### src/rtl/operand_fetch.sv
// +--------------------------------------------------------------------------+
// | operand_fetch: fetches two source operands from a registered-read        |
// | register file, forwards in-flight writebacks, and owns the write port.   |
// | Revision: 1.0                                                            |
// +--------------------------------------------------------------------------+
`default_nettype none

module operand_fetch #(
  parameter int DATA_WIDTH = 18,
  parameter int ADDR_WIDTH = 4
) (
  input  logic                  clk,
  input  logic                  rst_n,
  input  logic                  req_valid,
  output logic                  req_ready,
  input  logic [ADDR_WIDTH-1:0] req_src1,
  input  logic [ADDR_WIDTH-1:0] req_src2,
  output logic                  op_valid,
  input  logic                  op_ready,
  output logic [DATA_WIDTH-1:0] op_a,
  output logic [DATA_WIDTH-1:0] op_b,
  input  logic                  wb_valid,
  input  logic [ADDR_WIDTH-1:0] wb_addr,
  input  logic [DATA_WIDTH-1:0] wb_data,
  output logic [ADDR_WIDTH-1:0] rf_read_addr1,
  output logic [ADDR_WIDTH-1:0] rf_read_addr2,
  input  logic [DATA_WIDTH-1:0] rf_data1,
  input  logic [DATA_WIDTH-1:0] rf_data2,
  output logic [ADDR_WIDTH-1:0] rf_write_addr,
  output logic [DATA_WIDTH-1:0] rf_write_data,
  output logic                  rf_write_enable
);

  typedef enum logic [1:0] {
    IDLE    = 2'd0,
    ISSUE   = 2'd1,
    CAPTURE = 2'd2,
    VALID   = 2'd3
  } state_t;

  state_t                state_q, state_d;
  logic [ADDR_WIDTH-1:0] src1_q, src1_d;
  logic [ADDR_WIDTH-1:0] src2_q, src2_d;
  logic                  fwd1_q, fwd1_d;
  logic                  fwd2_q, fwd2_d;
  logic [DATA_WIDTH-1:0] fwd_data1_q, fwd_data1_d;
  logic [DATA_WIDTH-1:0] fwd_data2_q, fwd_data2_d;
  logic [DATA_WIDTH-1:0] op_a_q, op_a_d;
  logic [DATA_WIDTH-1:0] op_b_q, op_b_d;
  logic                  wb_hit1;
  logic                  wb_hit2;

  // The write port is a straight pass-through; writeback is never stalled.
  assign rf_write_enable = wb_valid & rst_n;
  assign rf_write_addr   = wb_addr;
  assign rf_write_data   = wb_data;

  assign wb_hit1 = wb_valid && (wb_addr == src1_q);
  assign wb_hit2 = wb_valid && (wb_addr == src2_q);

  assign rf_read_addr1 = src1_q;
  assign rf_read_addr2 = src2_q;
  assign req_ready     = (state_q == IDLE);
  assign op_valid      = (state_q == VALID);
  assign op_a          = op_a_q;
  assign op_b          = op_b_q;

  always_comb begin
    state_d     = state_q;
    src1_d      = src1_q;
    src2_d      = src2_q;
    fwd1_d      = fwd1_q;
    fwd2_d      = fwd2_q;
    fwd_data1_d = fwd_data1_q;
    fwd_data2_d = fwd_data2_q;
    op_a_d      = op_a_q;
    op_b_d      = op_b_q;

    unique case (state_q)
      IDLE: begin
        if (req_valid) begin
          src1_d  = req_src1;
          src2_d  = req_src2;
          state_d = ISSUE;
        end
      end
      ISSUE: begin
        // The register file samples pre-write contents at this edge, so a
        // write landing now must be remembered for the capture stage.
        if (wb_hit1) begin
          fwd1_d      = 1'b1;
          fwd_data1_d = wb_data;
        end
        if (wb_hit2) begin
          fwd2_d      = 1'b1;
          fwd_data2_d = wb_data;
        end
        state_d = CAPTURE;
      end
      CAPTURE: begin
        if (wb_hit1)     op_a_d = wb_data;
        else if (fwd1_q) op_a_d = fwd_data1_q;
        else             op_a_d = rf_data1;
        if (wb_hit2)     op_b_d = wb_data;
        else if (fwd2_q) op_b_d = fwd_data2_q;
        else             op_b_d = rf_data2;
        state_d = VALID;
      end
      VALID: begin
        if (wb_hit1) op_a_d = wb_data;
        if (wb_hit2) op_b_d = wb_data;
        if (op_ready) begin
          fwd1_d  = 1'b0;
          fwd2_d  = 1'b0;
          state_d = IDLE;
        end
      end
      default: state_d = IDLE;
    endcase
  end

  always_ff @(posedge clk or negedge rst_n) begin
    if (!rst_n) begin
      state_q     <= IDLE;
      src1_q      <= '0;
      src2_q      <= '0;
      fwd1_q      <= 1'b0;
      fwd2_q      <= 1'b0;
      fwd_data1_q <= '0;
      fwd_data2_q <= '0;
      op_a_q      <= '0;
      op_b_q      <= '0;
    end else begin
      state_q     <= state_d;
      src1_q      <= src1_d;
      src2_q      <= src2_d;
      fwd1_q      <= fwd1_d;
      fwd2_q      <= fwd2_d;
      fwd_data1_q <= fwd_data1_d;
      fwd_data2_q <= fwd_data2_d;
      op_a_q      <= op_a_d;
      op_b_q      <= op_b_d;
    end
  end

endmodule

`default_nettype wire

### config.mk
export PLATFORM = sky130hd
export DESIGN_NAME = operand_fetch
export DESIGN_NICKNAME = d
export VERILOG_FILES = /design/src/rtl/operand_fetch.sv
export SDC_FILE = /design/constraint.sdc
export NUM_CORES = 1
export LEC_CHECK = 0
export CAP_MARGIN = 5
export CORE_ASPECT_RATIO = 1.75
export CORE_MARGIN = 2
export CORE_UTILIZATION = 40
export DETAILED_ROUTE_END_ITERATION = 10
export DONT_BUFFER_PORTS = 1
export SLEW_MARGIN = 20
export SYNTH_ARGS = -nofsm -noshare
export SYNTH_HDL_FRONTEND = slang
export SYNTH_SLANG_ARGS = --single-unit
### constraint.sdc
create_clock -name clk -period 1.9 [get_ports clk]
set_clock_uncertainty 0.1 [all_clocks]
set_input_delay 0.38 -clock clk [delete_from_list [all_inputs] [get_ports clk]]
set_output_delay 0.38 -clock clk [all_outputs]
set_load 0.02 [all_outputs]
# Word level (Yosys, flattened, before mapping)
# Index checks and enable logic that the tools add are counted.
[op_classes] eq_ne=11 mux=16 bitwise_logic=1 reduce_logical=13
[ops] operator="two-way mux 18 bit" n=6
[ops] operator="one-hot mux 18 bit (2 select lines)" n=2
[ops] operator="AND reduction 2 bit" n=6
[ops] operator="equality test 4 bit" n=2
[ops] operator="one-hot mux 2 bit (4 select lines)" n=1
[ops] operator="!= test 2 x 1 -> 1 bit (second input constant)" n=3
[ops] operator="!= test 2 bit (second input constant)" n=3
[ops] operator="AND reduction 3 bit" n=2
[ops] operator="equality test 2 bit (second input constant)" n=2
[ops] operator="two-way mux 2 bit" n=2
[ops] operator="one-hot mux 1 bit (2 select lines)" n=2
[ops] operator="nonzero test 2 bit" n=2
[ops] operator="two-way mux 1 bit" n=3
[ops] operator="equality test 2 x 1 -> 1 bit (second input constant)" n=1
[ops] operator="logical AND 1 bit" n=2
[ops] operator="zero test 2 bit" n=1
[ops] operator="bitwise AND 1 bit" n=1
[totals] reg_bits=84 input_bits=71 out_inout_bits=69 wordCells=50

# Longest topological paths before layout
[logic_depth] depth_word=4 depth_mapped=9 depth_no_buf=6

# Least setup slack after synthesis
# OpenSTA, ideal clock, no wires.
[synth_timing] kind="flip-flop to flip-flop" from="reg state_q[0]" to="reg op_b_q[16] (netlist: op_b[16])" setup_time_ns=0.138 arrival_time_ns=1.821 t_required_ns=1.662 path_slack_ns=-0.160 path_stages_with_launch=9 path_buffers=3 synth_period_minus_slack_ns=2.060 cell_sequence="dfrtp_1 > ha_1 > or2_2 > buf_2 > and3_1 > buf_2 > buf_2 > nand3_1 > o221ai_1"
[synth_via] elab_chain_len=3 word_cells_on_any_way=6 cone_classes="eq/ne: 3; mux: 1; reduce/logical: 2"
[synth_rtl] item="start, declared" line_no="41" text="state_t state_q, state_d;"
[synth_rtl] item="start signal, assigned" line_no="134" text="state_q <= state_d;"
[synth_rtl] item="equality test 2 bit (*)"
[synth_rtl] item="via op_valid" line_no="18" text="output logic op_valid,"
[synth_rtl] item="!= test 2 x 1 -> 1 bit (no line) / nonzero test 2 bit (equally long branches)"
[synth_rtl] item="AND reduction 2 bit (no line)"
[synth_rtl] item="end signal, assigned" line_no="142" text="op_b_q <= op_b_d;"
[synth_rtl] item="end, declared" line_no="49" text="logic [DATA_WIDTH-1:0] op_b_q, op_b_d;"
# Mark *: on every way through the listed nets, which the timed path passes. The rest lies on a longest branch.
# A chain may end at the register's enable or synchronous reset.

# Final worst setup path
[layout_timing] from="reg state_q[1]" to="reg op_b_q[11] (netlist: op_b[11])"
[layout_via] elab_chain_len=3 word_cells_on_any_way=6 cone_classes="eq/ne: 3; mux: 1; reduce/logical: 2"
[layout_rtl] item="equality test 2 bit" line_no="79" text="unique case (state_q)"
[layout_rtl] item="!= test 2 x 1 -> 1 bit (no line) / nonzero test 2 bit (equally long branches)"
[layout_rtl] item="AND reduction 2 bit (no line)"
# Several ways; a longest one is shown, not always the timed one.

==> metrics.csv <==
stage,metric,value,unit
logic_synthesis,post-synthesis compound-gate area fraction,0.0793,
clock_network,number of sinks driven by the clock tree,84,
timing,maximum clock frequency,562,MHz
clock_network,maximum level of the CTS H-tree,3,
timing,Total Neg Setup Slack,0,ps
critical_path,path type of the worst setup path,reg -> reg,
critical_path,crit path DAT,1870,ps
logic_synthesis,Yosys warnings,0,
logic_synthesis,mux share of post-synthesis cell area,0.199,
logic_synthesis,sequential element share of the synthesized area,0.463,
timing,transition time of the tightest slew-check pin,515,ps
logic_synthesis,synthesis-stage register bit count,84,
clock_network,number of buffers created by CTS,9,
grt,initial antenna violation count,0,
grt,total routing resource utilization after global routing,0.190,
power_and_ir_drop,static leakage,2.31,nW
logic_synthesis,"Avg Cell Area, Syn",10.8,sq um
logic_synthesis,Adder-Cell Fraction of Synth Area,0.0138,
routing,ratio of routed vias to standard cells,5.74,
logic_synthesis,main combinational cell family by area after synthesis,multiplexers,
timing,hold_ws,-365,ps
floorplan,Initial Util,0.409,
clock_network,Clock Tree Buf Depth,2,
logic_synthesis,Simple-Gate Fraction of Synth Area,0.144,
logic_synthesis,gate count of the mapped netlist,422,
routing,DRC marker count from the first detailed-route iteration,104,
run_status,violations in the final reports,negative hold slack,
cells_and_area,combined flip-flop and latch cell area,0.00210,sq mm
min_path,Hold/Removal Path Class,in -> async,
placement,"Cell Area, Placed",0.00471,sq mm
routing,WL/cell,20.6,microns
run_status,result of the run,"complete, but fails checks",
timing,"Slew Viols, Final",0,
cells_and_area,"commonest non-fill, non-tap cell in the layout",dfrtp_1,
cells_and_area,# fillers,1055,
floorplan,DIE HEIGHT,145,microns
flow_run,max cap viols,0,
routing,"wirelength, routed",11.3,mm
floorplan,full die area,0.0123,sq mm
cells_and_area,P&R area growth vs syn,10.7,%
floorplan,Die X-Extent,84.6,microns
logic_synthesis,combined area of all synthesized cells,0.00454,sq mm
logic_synthesis,Post-Synth XOR/XNOR Area,0.0154,
cells_and_area,post-route cell area,0.00503,sq mm
routing,Initial DRT Pass Iterations,4,
clock_network,TritonCTS clock tree,done,
timing,max_slew headroom,0.654,
cells_and_area,fraction of final layout cells with drive strength greater than 1,0.236,
routing,Vias,3148,
cells_and_area,n_diodes,0,
power_and_ir_drop,cell area power density,1880,mW/mm^2
logic_synthesis,Unique masters post-synth,33,
cells_and_area,area of combinational cells with multiple inputs,0.00208,sq mm
grt,global-route wire length before repair,18.4,mm
cells_and_area,most frequent cells in the layout,"dfrtp_1 (83), mux2i_1 (36), mux2_2 (35), nand2_1 (25), buf_4 (24)",
timing,setup violators final,0,
critical_path,peak fanout along the critical path,18,
grt,total congestion overflow after global routing,0,
critical_path,Critical Path End Type,register,
grt,pin count of the biggest net entering global routing,86,
cells_and_area,count of nets after finishing,488,
timing,shortest period the worst path allows,1780,ps
critical_path,Worst EP required,1990,ps
timing,final clock period utilization by the worst path,0.937,
critical_path,startpoint type of the worst setup path,register,
power_and_ir_drop,largest voltage drop on the vdd net,0.948,mV
floorplan,I/O pin total,140,
grt,via count of the first global-routing pass,3297,
logic_synthesis,total nets after synthesis,498,
clock_network,clk root buf,clkbuf_16,
placement,routability congestion estimate from global placement,0.802,
timing,total count of hold-check failures in the final report,84,
clock_network,clock latency on the worst-skew pair,330,ps
floorplan,area inside the core boundary,0.0111,sq mm
routing,DRC viols,0,
routing,number of routed nets with antenna violations,0,
floorplan,Placement Rows,51,
clock_network,clock transition time at the flip-flop clock pins of the worst setup and hold paths,70,ps
placement,Port Buf Inserts,0,
timing,setup repair after global routing missed its margin,false,
placement,half-perimeter wire length after placement,8.35,mm
## worst paths after layout
kind	start	endpoint	slack (ps)	depth (start not counted)
setup / recovery	state_q[1]	op_b[11]	120	6
hold / removal	rst_n	op_a[3]	-360	0
setup reg to reg	state_q[1]	op_b[11]	120	6
hold reg to reg	fwd_data2_q[5]	fwd_data2_q[5]	410	1
max in group asynchronous	rst_n	op_b[11]	1910	0
min in group clk	wb_data[2]	fwd_data2_q[2]	90	1
## per-stage QoR
| step | worst slack, ps | std cells | power [mW] | hold WS (ps) | util |
|---|---|---|---|---|---|
| after floorplan | 7.05 | 422 | 6.59 | -15.6 | - |
| after global placement | 151 | 533 | 7.52 | -13.9 | 0.424 |
| after detailed placement | 99.9 | 533 | 7.67 | -14.1 | 0.424 |
| after CTS | 75.6 | 548 | 9.58 | -380 | 0.453 |
| after global routing | 54.7 | 548 | 10.1 | -382 | 0.453 |
| final | 120 | 548 | 9.46 | -365 | 0.453 |
## metal layers
layer,GRT usage,up-vias,routed length (microns),share of wire
li1,-,1473,-,-
met1,0.221,1551,4380,0.39
met2,0.322,102,5840,0.52
met3,0.0512,22,752,0.066
met4,0.0825,0,346,0.031
met5,0,-,0,0
## final cells by class
class | count | area share
inverters | 22 | 0.0164
clock buffers | 9 | 0.0448
well taps | 132 | 0.0329
clock inverters | 6 | 0.0179
multi-input cells | 266 | 0.414
repair buffers | 29 | 0.0557
flip-flops and latches | 84 | 0.418
## cell families (layout without fill, tap and decap cells)
family / after synthesis / count (layout)
adder cells (fa/ha/maj): 5 / 5
AO/OA/AOI/OAI: 45 / 45
multiplexers: 81 / 81
buffers and inverters: 72 / 66
XOR/XNOR: 8 / 8
AND/OR/NAND/NOR: 127 / 127
flip-flops: 84 / 84
## worst max-delay path, stage by stage (launching register included)
cell and delay [ps]:
dfrtp_2 450, ha_4 220, or2_2 310, and3_1 220, buf_12 160, nand3_1 80
o221ai_1 110
## power by group
part           internal [mW]  switching [mW]  total [mW]  leakage [nW]
combinational           1.88            2.11        3.98          1.11
sequential              2.62           0.993        3.62          1.05
clock                   1.15           0.716        1.86         0.151
total                   5.65            3.82        9.46          2.31
## Yosys cell counts
master | number | share of area
a41o_1 | 1 | 0.0022
dfrtp_1 | 84 | 0.46
nor2_1 | 19 | 0.016
nor2b_1 | 1 | 0.0014
buf_2 | 16 | 0.018
o22ai_1 | 1 | 0.0014
nand2_1 | 25 | 0.021
mux2i_1 | 36 | 0.079
a22oi_1 | 17 | 0.028
mux2_2 | 35 | 0.087
a21oi_1 | 2 | 0.0022
buf_1 | 2 | 0.0017
clkbuf_1 | 8 | 0.0066
mux2_4 | 10 | 0.033
o21ai_2 | 1 | 0.0019
buf_4 | 22 | 0.036
nor3_1 | 18 | 0.020
and3_1 | 3 | 0.0041
xnor2_1 | 8 | 0.015
o221ai_1 | 18 | 0.035
or2_2 | 1 | 0.0014
inv_1 | 22 | 0.018
ha_1 | 5 | 0.014
nand3_1 | 20 | 0.022
nor4_1 | 19 | 0.026
a211oi_1 | 1 | 0.0017
o211ai_1 | 2 | 0.0033
nand2b_1 | 17 | 0.023
nand3_2 | 1 | 0.0022
nand4_4 | 1 | 0.0047
buf_6 | 2 | 0.0050
and2_1 | 2 | 0.0028
o311ai_0 | 2 | 0.0039
## timing repair
item	4_1_cts	5_1_grt
hold endpoints to repair	84	84
setup buffers	0	0
gates resized for setup	0	1
setup endpoints to repair	0	6
## registers in the layout, summed over array words and instances, names as in the netlist
register       flops
rf_read_addr2      4
fwd_data1_q       18
rf_read_addr1      4
fwd1_q             1
op_a              18
op_b              18
fwd_data2_q       18
state_q            2
fwd2_q             1
No activity file was read; power rests on OpenSTA's default activity.
